### src/rtl/flit_sink_monitor_pkg.sv
// flit_sink_monitor_pkg: error bit positions, LFSR taps and sizing helpers for the flit sink.
package flit_sink_monitor_pkg;
  localparam int err_overflow = 0;
  localparam int err_head_open = 1;
  localparam int err_no_head = 2;
  localparam logic [9:0] lfsr_taps = 10'h240;
  function automatic logic [9:0] lfsr_next(input logic [9:0] s);
    return {s[8:0], ^(s & lfsr_taps)};
  endfunction
  function automatic int clogb(input int n);
    return (n > 1) ? $clog2(n) : 1;
  endfunction
endpackage

### src/rtl/sink_vc_fifo.sv
// sink_vc_fifo: per-VC flit buffer; a push into a full FIFO is legal when it is popped the same cycle.
module sink_vc_fifo #(
  parameter int depth = 4,
  parameter int width = 65
) (
  input  logic             clk,
  input  logic             reset,
  input  logic             push,
  input  logic             pop,
  input  logic [width-1:0] wr_data,
  output logic             full,
  output logic             empty,
  output logic [width-1:0] rd_data
);
  localparam int aw = $clog2(depth);
  logic [width-1:0] mem [depth];
  logic [aw:0] wp, rp;
  assign empty = wp == rp;
  assign full = (wp[aw-1:0] == rp[aw-1:0]) && (wp[aw] != rp[aw]);
  assign rd_data = mem[rp[aw-1:0]];
  always_ff @(posedge clk or posedge reset)
    if (reset) begin
      wp <= '0;
      rp <= '0;
    end else begin
      if (push) wp <= wp + 1'b1;
      if (pop) rp <= rp + 1'b1;
    end
  always_ff @(posedge clk)
    if (push) mem[wp[aw-1:0]] <= wr_data;
endmodule

### src/rtl/flit_sink_monitor.sv
// flit_sink_monitor: per-VC buffered flit sink with LFSR-throttled round-robin drain,
// credit return, head/tail protocol checking and saturating statistics.
module flit_sink_monitor
  import flit_sink_monitor_pkg::*;
#(
  parameter int num_vcs = 4,
  parameter int buffer_depth = 4,
  parameter int flit_data_width = 64,
  parameter int consume_rate = 1024,
  parameter logic [9:0] lfsr_seed = 10'h1,
  parameter int count_width = 32,
  localparam int vw = clogb(num_vcs)
) (
  input  logic                       clk,
  input  logic                       reset,
  input  logic                       flit_valid_in,
  input  logic [vw-1:0]              flit_vc_in,
  input  logic                       flit_head_in,
  input  logic                       flit_tail_in,
  input  logic [flit_data_width-1:0] flit_data_in,
  input  logic                       clear_stats_in,
  output logic                       pop_valid_out,
  output logic [vw-1:0]              pop_vc_out,
  output logic                       pop_tail_out,
  output logic [flit_data_width-1:0] pop_data_out,
  output logic                       credit_valid_out,
  output logic [vw-1:0]              credit_vc_out,
  output logic [num_vcs-1:0]         open_pkt_out,
  output logic [count_width-1:0]     pkt_count_out,
  output logic [count_width-1:0]     flit_count_out,
  output logic [2:0]                 error_out
);
  logic [num_vcs-1:0] push, pop, full, empty;
  logic [flit_data_width:0] rd_data [num_vcs];
  logic [vw-1:0] ptr, gnt_vc, cand;
  logic [9:0] lfsr;
  logic consume, gnt, vc_ok, accepted, open_cur, drop;
  logic [2:0] err_set;
  assign consume = {1'b0, lfsr} < 11'(consume_rate);
  // Scan from the pointer backwards so the VC closest to the pointer is chosen last and wins.
  always_comb begin
    gnt_vc = ptr;
    gnt = 1'b0;
    cand = '0;
    for (int i = num_vcs - 1; i >= 0; i--) begin
      cand = vw'((int'(ptr) + i) % num_vcs);
      if (!empty[cand]) begin
        gnt = consume;
        gnt_vc = cand;
      end
    end
  end
  assign pop = {{(num_vcs-1){1'b0}}, gnt} << gnt_vc;
  assign vc_ok = int'(flit_vc_in) < num_vcs;
  assign accepted = flit_valid_in & vc_ok & (!full[flit_vc_in] | pop[flit_vc_in]);
  assign push = {{(num_vcs-1){1'b0}}, accepted} << flit_vc_in;
  assign drop = flit_valid_in & !accepted;
  assign open_cur = open_pkt_out[flit_vc_in];
  always_comb begin
    err_set = '0;
    err_set[err_overflow] = drop;
    err_set[err_head_open] = accepted & flit_head_in & open_cur;
    err_set[err_no_head] = accepted & !flit_head_in & !open_cur;
  end
  for (genvar v = 0; v < num_vcs; v++) begin : g_vc
    sink_vc_fifo #(.depth(buffer_depth), .width(flit_data_width + 1)) u_fifo (
      .clk(clk),
      .reset(reset),
      .push(push[v]),
      .pop(pop[v]),
      .wr_data({flit_tail_in, flit_data_in}),
      .full(full[v]),
      .empty(empty[v]),
      .rd_data(rd_data[v])
    );
  end
  assign credit_valid_out = pop_valid_out;
  assign credit_vc_out = pop_vc_out;
  always_ff @(posedge clk or posedge reset)
    if (reset) begin
      ptr <= '0;
      lfsr <= (lfsr_seed == 10'h0) ? 10'h1 : lfsr_seed;
      pop_valid_out <= 1'b0;
      pop_vc_out <= '0;
      pop_tail_out <= 1'b0;
      pop_data_out <= '0;
      open_pkt_out <= '0;
      pkt_count_out <= '0;
      flit_count_out <= '0;
      error_out <= '0;
    end else begin
      lfsr <= lfsr_next(lfsr);
      if (gnt) ptr <= vw'((int'(gnt_vc) + 1) % num_vcs);
      pop_valid_out <= gnt;
      pop_vc_out <= gnt ? gnt_vc : '0;
      {pop_tail_out, pop_data_out} <= gnt ? rd_data[gnt_vc] : '0;
      if (accepted) open_pkt_out[flit_vc_in] <= flit_tail_in ? 1'b0 : (flit_head_in | open_cur);
      if (clear_stats_in) begin
        flit_count_out <= '0;
        pkt_count_out <= '0;
        error_out <= '0;
      end else begin
        flit_count_out <= flit_count_out + count_width'(pop_valid_out & ~&flit_count_out);
        pkt_count_out <= pkt_count_out + count_width'(pop_valid_out & pop_tail_out & ~&pkt_count_out);
        error_out <= error_out | err_set;
      end
    end
endmodule
### config.mk
export PLATFORM = sky130hd
export DESIGN_NAME = flit_sink_monitor
export DESIGN_NICKNAME = d
export VERILOG_FILES = /design/src/rtl/flit_sink_monitor_pkg.sv /design/src/rtl/sink_vc_fifo.sv /design/src/rtl/flit_sink_monitor.sv
export SDC_FILE = /design/constraint.sdc
export NUM_CORES = 1
export LEC_CHECK = 0
export BUFFER_PORTS_ARGS = -buffer_cell sky130_fd_sc_hd__buf_2
export CAP_MARGIN = 10
export CORE_ASPECT_RATIO = 0.8
export CORE_UTILIZATION = 40
export CTS_BUF_LIST = sky130_fd_sc_hd__clkbuf_16
export DETAILED_ROUTE_END_ITERATION = 8
export HOLD_SLACK_MARGIN = 0.15
export PLACE_DENSITY = 0.61
export SLEW_MARGIN = 10
export SYNTH_ARGS = -nofsm -noshare
export SYNTH_HDL_FRONTEND = slang
export SYNTH_SLANG_ARGS = --single-unit
export TNS_END_PERCENT = 5
### constraint.sdc
create_clock -name clk -period 8.81 [get_ports clk]
set_input_delay 0 -clock clk [delete_from_list [all_inputs] [get_ports clk]]
set_output_delay 0 -clock clk [all_outputs]
set_load 0.03 [all_outputs]
### Word level (Yosys, flattened, before mapping)

Memory sizes are Yosys's and may differ from the RTL's.
Cells that the tools add are included.

* bits in registers: 165
* RAM bits: 1040
* bits of input ports: 72
* output and inout bits: 142
* logic and storage cells: 124
* memories kept: 4

Memories
* g_vc[0].u_fifo.mem: depth 4, width 65, rd ports 1, clocked after Yosys merged registers in 0, write ports 1, line sink_vc_fifo.sv:16 `logic [width-1:0] mem [depth];`
* g_vc[1].u_fifo.mem: depth 4, width 65, rd ports 1, clocked after Yosys merged registers in 0, write ports 1, line sink_vc_fifo.sv:16
* g_vc[2].u_fifo.mem: depth 4, width 65, rd ports 1, clocked after Yosys merged registers in 0, write ports 1, line sink_vc_fifo.sv:16
* g_vc[3].u_fifo.mem: depth 4, width 65, rd ports 1, clocked after Yosys merged registers in 0, write ports 1, line sink_vc_fifo.sv:16

* $add $sub $neg: 14
* order comparisons: 7
* equal/unequal tests: 12
* shift-type cells: 2
* muxes and demuxes: 42
* bitwise gates (word level): 13
* reduce and logical (&&, ||, !) cells: 13

Operator list (count)
* $mux 65: 3
* $bmux 65 s2: 1
* $add 32x1->32: 2
* $mux 32: 2
* $reduce_and 32->1: 2
* $add 3x1->3 const B: 8
* $mux 1: 21
* $lt 2x3->1 const B: 5
* $bmux 1 s2: 7
* $eq 3x3->1: 4
* $mux 2: 5
* $and 1x1->1: 9
* $eq 2x2->1: 4
* $shl 1x2->4: 2
* $logic_not 1->1: 6
* $logic_and 1x1->1: 5
* $add 2x1->2 const B: 2
* $add 2x2->2 const B: 2
* $bwmux 4: 1
* $ne 1x1->1: 4
* $ge 3x3->1 const B: 1
* $mux 3: 1
* $not 2->3: 1
* $or 3x3->3: 1
* other kinds (3): 4

### Logic depth before layout (Yosys ltp)

* depth after elaboration: 16
* depth in mapped cells: 12
* gate-level depth less buffers: 12

### By module

From an unflattened synthesis, not the netlist that was laid out.

* cell total of the unflattened synthesis: 2098
* area, all modules: 46490.8 sq um

Modules (own cells, without submodules)
* sink_vc_fifo: instances 4, cells each 371, area an instance 9760.6 sq um, seq. area each 7957.6 sq um
* flit_sink_monitor: instances 1, cells each 614, area an instance 7448.4 sq um, seq. area each 3528.4 sq um

### Worst setup path after synthesis

Ideal clock, no wire load.

* kind: register to register
* start: register g_vc[2].u_fifo.rp[0]
* end: memory g_vc[2].u_fifo.mem[3][0], enable pin
* library setup time: 0.528 ns
* data arrival time: 5.443 ns
* data required time: 8.282 ns
* setup slack: 2.839 ns
* cell stages (with the launch flop): 9
* path buffers: 2
* period minus slack after synthesis: 5.971 ns
* cells stage by stage: dfrtp_1 > buf_2 > xnor2_2 > and3_1 > buf_4 > o32ai_4 > o31ai_1 > a41oi_4 > nor4_2

* word-level cells in the longest chain between the ends: 15
* elaborated cells between the ends (all ways): 30
* those cells by class: eq/ne: 2; shift: 2; mux: 22; bitwise: 2; reduce/logical: 2

RTL lines
* from (decl): line sink_vc_fifo.sv:17 `logic [aw:0] wp, rp;`
* from (signal assigned): line sink_vc_fifo.sv:27 `if (pop) rp <= rp + 1'b1;`
* $eq 3x3->1: line sink_vc_fifo.sv:18 `assign empty = wp == rp;`
* $bmux 1 s2: line flit_sink_monitor.sv:47 `if (!empty[cand]) begin`
* $mux 1 (implied by the code): line flit_sink_monitor.sv:47
* $mux 1 or $mux 2 (tied branches) (4 in series): line flit_sink_monitor.sv:47
* $shl 1x2->4: line flit_sink_monitor.sv:53 `assign pop = {{(num_vcs-1){1'b0}}, gnt} << gnt_vc;`
* $bmux 1 s2: line flit_sink_monitor.sv:55 `assign accepted = flit_valid_in & vc_ok & (!full[flit_vc_in] | pop[flit_vc_in]);`
* $mux 1 (implied by the code): line flit_sink_monitor.sv:55
* $or 1x1->1 *: line flit_sink_monitor.sv:55
* $and 1x1->1 *: line flit_sink_monitor.sv:55
* $shl 1x2->4 *: line flit_sink_monitor.sv:56 `assign push = {{(num_vcs-1){1'b0}}, accepted} << flit_vc_in;`
* $mux 1 *: line sink_vc_fifo.sv:30 `if (push) mem[wp[aw-1:0]] <= wr_data;`
* $mux 1 (implied by the code) *: line sink_vc_fifo.sv:30
* to (decl): line sink_vc_fifo.sv:16

Every way passes the cells marked *; elsewhere a longest branch is shown, timed or not. The select of a mux whose other input is x is not followed.

### Worst setup path after layout

* start: register g_vc[3].u_fifo.rp[1]
* end: register open_pkt_out[3]

* word-level cells in the longest chain between the ends: 12
* elaborated cells between the ends (all ways): 27
* those cells by class: eq/ne: 2; shift: 1; mux: 20; bitwise: 2; reduce/logical: 2

RTL lines
* from (decl): line sink_vc_fifo.sv:17
* from (signal assigned): line sink_vc_fifo.sv:27
* $eq 3x3->1: line sink_vc_fifo.sv:18
* $bmux 1 s2: line flit_sink_monitor.sv:47
* $mux 1 (implied by the code): line flit_sink_monitor.sv:47
* $mux 1 or $mux 2 (tied branches) (4 in series): line flit_sink_monitor.sv:47
* $shl 1x2->4: line flit_sink_monitor.sv:53
* $bmux 1 s2: line flit_sink_monitor.sv:55
* $mux 1 (implied by the code): line flit_sink_monitor.sv:55
* $or 1x1->1 *: line flit_sink_monitor.sv:55
* $and 1x1->1 *: line flit_sink_monitor.sv:55
* to (signal, indexed assignment): line flit_sink_monitor.sv:97 `if (accepted) open_pkt_out[flit_vc_in] <= flit_tail_in ? 1'b0 : (flit_head_in | open_cur);`
* to (decl): line flit_sink_monitor.sv:28 `output logic [num_vcs-1:0] open_pkt_out,`

Marks and branches as above.
A chain may end at the register's enable or synchronous reset.

==> metrics.txt <==
final clock period utilization by the worst path=approximately 61%; cell family with most CP delay=simple AND/OR/NAND/NOR gates; worst reg2reg path endpoint=open_pkt_out[3]; number of nets still failing antenna checks after routing=0; worst min-delay path class=in -> reg; die boundary height=about 310 um; launch instance of the worst min-delay path=flit_data_in[21]; Worst EP required=between 9000 and 10,000 ps; total number of nets in the final design=approximately 2,900; reg-to-reg setup timing slack=3460 ps; floorplan core area=about 0.12 mm2; proportion of netlist area held by the largest area contributor=between 60% and 70%; sequential-to-total area share from yosys stat=between 70% and 80%; CTS tree=done; post-synthesis cell type count=54; Overflow after GRT=0; vias in the first global route=24,600; via-per-instance ratio=about 5.4; part of the total power dissipated in sequential elements=between 40 and 50%; Top FF cell, synth=sky130_fd_sc_hd__edfxtp_1; latest clock arrival within the worst-skew pair=between 700 and 800 ps; CP endpoint kind=register; number of warning messages in the yosys log=0; headroom to the max-slew limit=12.83%; crit path DAT=approximately 6000 ps; Async SR Flop Fraction=13.69%; leading cell types in the layout, fill and taps excluded=sky130_fd_sc_hd__edfxtp_1 (1,040), sky130_fd_sc_hd__nand2_1 (306), sky130_fd_sc_hd__mux4_2 (261); placed wire-length estimate=between 50,000 and 60,000 um; number of buffer and inverter stages on the critical path=1; DRC violation total after the first TritonRoute iteration=~1,800; count of state elements after synthesis=1,205; global-route wire length before repair=159,500 um; synthesis-to-layout area growth=15.63%; maximum capacitance violations=0; final hold vios=0; fin area=~0.054 mm2; final sum of negative setup slack=0 ps; most common library cell in the layout ignoring fill and taps=sky130_fd_sc_hd__edfxtp_1; clock-pin slew on the worst setup and hold paths=about 70 ps; Initial Util=a little over 40%; clock tree root driver cell=sky130_fd_sc_hd__clkbuf_16; combinational share of power=33.0%; synthesized netlist cell count=2,470; cell-internal power=around 12 mW; final RePlAce weighted congestion=between 0.7 and 0.8; H-tree depth=3; number of flops mapped to enable cells by yosys=between 1,000 and 1,500; top fanout value on the critical path=68; Sink Count=about 1,200; startpoint class of the critical path=register; maximum number of pins on one net before global-route repair=about 120; Crit Path Category=reg -> reg; maximum count of clock buffers along a single path=3; Port Buf Inserts=roughly 210; delay of the slowest critical-path stage=1100 ps; post-synthesis net count=roughly 2,600; Fmax=186.9 MHz; peak supply drop=approximately 0.44 mV; CP Cell Sequence=xnor2_1 -> nand3_1 -> o21ai_0 -> nand3_4 -> a41oi_4 -> nand4b_4 -> dlygate4sd3_1 -> mux2_1; worst hold endpoint=g_vc[0].u_fifo.mem[0][21]; router iterations before antenna repair=8; share of post-route cells with drive strength above 1=between 20% and 30%; Inserted Clock Buffers=around 110; worst hold path cell count=2; cell at the slowest stage of the critical path=sky130_fd_sc_hd__dfrtp_4; leading area contributor after synthesis=sky130_fd_sc_hd__edfxtp_1; number of setup buffers added after CTS=0; transition at the pin with the smallest max-transition slack=between 1000 and 1500 ps; Post-Syn Area=0.04678 mm2; Setup Viol. Count Final=0; power share of the clock group=26.4%; DR DRC count=0; setup repair after global routing missed its margin=no; Post-Place Cell Area=0.04959 mm2; GRT Util Overall=between 10% and 20%; via count=between 20,000 and 25,000; worst reg2reg path startpoint=g_vc[3].u_fifo.rp[1]; leakage component of the power=~19 nW; number of core rows=roughly 110; mean instance size in the synthesized netlist=roughly 19 um2; post-detailed-route wirelength per cell=around 24 um; power spent charging and discharging nets=around 6.3 mW; run status=finished clean; Chip Width=384.3 um; Sw Ratio=between 30% and 40%; antenna violations before repair=1; total power divided by cell area=339.4 mW/mm2; R2R depth=8; Total Wirelength=~110,000 um; top post-synthesis cells by area=sky130_fd_sc_hd__edfxtp_1 (67%), sky130_fd_sc_hd__mux4_2 (13%), sky130_fd_sc_hd__dfrtp_1 (8.8%), sky130_fd_sc_hd__nand2_1 (2.5%), sky130_fd_sc_hd__and3_1 (1.2%); Die Area=approximately 0.12 mm2; I/O pin total=214; total count of max-transition violations in the final report=0; setup clock skew after layout=65.33 ps; post-route minimum period=approximately 5400 ps
-- sequential cells by signal (all words and copies together), names as in the netlist --
register / flops
g_vc.u_fifo.rp: 12
pop_tail_out: 1
g_vc.u_fifo.mem: 1040
credit_vc_out: 2
g_vc.u_fifo.wp: 12
pkt_count_out: 32
open_pkt_out: 4
flit_count_out: 32
ptr: 2
credit_valid_out: 1
error_out: 3
pop_data_out: 64
-- power by group through the flow --
stage | combinational [mW] | sequential (mW) | clock [mW]
global route | 6.60 | 7.53 | 5.16
CTS | 6.18 | 7.48 | 4.95
global placement | 6.02 | 7.57 | 0
floorplan | 4.18 | 7.46 | 0
detailed placement | 6.14 | 7.59 | 0
finish | 6.06 | 7.45 | 4.85
-- Yosys cell counts (24+ instances only) --
library cell               count
sky130_fd_sc_hd__and3_1       92
sky130_fd_sc_hd__clkbuf_1     96
sky130_fd_sc_hd__dfrtp_1     165
sky130_fd_sc_hd__edfxtp_1   1040
sky130_fd_sc_hd__ha_1         24
sky130_fd_sc_hd__mux4_2      261
sky130_fd_sc_hd__nand2_1     306
sky130_fd_sc_hd__nand3_1      99
sky130_fd_sc_hd__nand3b_1     66
sky130_fd_sc_hd__nor2_1       61
sky130_fd_sc_hd__xnor2_1      29
sky130_fd_sc_hd__xor2_1       43
-- timing repair --
action,CTS,global route
resized for setup,0,0
endpoints found under the hold margin,1223,0
hold buffers,75,0
-- layer usage --
metal  track usage [%]  wire length, um  vias up
li1                  -                -    10320
met2             28.91            50250      799
met5                 0               14        -
met1             26.18            47100    12540
met3             3.254             6719      137
met4             3.544             1780        2
-- worst max-delay path by stage --
stage / start / to / slack (ps) / depth (start not counted)
after floorplan: g_vc[2].u_fifo.rp[0] / g_vc[2].u_fifo.mem[3][0] / 2840 / 8
after global placement: g_vc[3].u_fifo.rp[1] / g_vc[3].u_fifo.mem[1][42] / 3930 / 8
after detailed placement: g_vc[3].u_fifo.rp[1] / g_vc[3].u_fifo.mem[0][42] / 3700 / 8
after CTS: g_vc[3].u_fifo.rp[1] / open_pkt_out[3] / 3420 / 8
after global routing: g_vc[3].u_fifo.rp[1] / open_pkt_out[3] / 3180 / 8
final: g_vc[3].u_fifo.rp[1] / open_pkt_out[3] / 3460 / 8
-- area by class of cell --
| class | count | area (um2) |
|---|---|---|
| diodes | 1 | 2.502 |
| flip-flops and latches | 1205 | 35390 |
| inverters | 17 | 71.32 |
| well taps | 1525 | 1908 |
| repair buffers | 313 | 2017 |
| clock buffers | 116 | 2903 |
| fillers | 9633 | 61190 |
| clock inverters | 100 | 843.3 |
| multi-input cells | 1119 | 10950 |
-- kinds of logic after synthesis --
logic type	after synthesis	synth area share (%)
adders and majority gates	24	0.6420
muxes	271	12.81
DFF	1205	75.59
and+or+nand+nor	691	7.310
AOI/OAI and AO/OA	58	0.9389
xor gates and xnor gates	75	1.452
buffers and inverters	146	1.257
-- metrics by stage --
stage | power, mW | hold slack, ps | setup slack, ps | utilization (%) | cells
2_1_floorplan | 11.64 | 98.87 | 2839 | - | 2470
3_3_place_gp | 13.59 | 263.8 | 3934 | 43.02 | 4104
6_report | 18.36 | 211.6 | 3458 | 46.92 | 4396
4_1_cts | 18.62 | 162.3 | 3423 | 46.92 | 4395
3_5_place_dp | 13.73 | 270.9 | 3696 | 43.02 | 4104
5_1_grt | 19.29 | 183.3 | 3178 | 46.92 | 4395
Note: power is estimated with default switching activity, not from simulation.
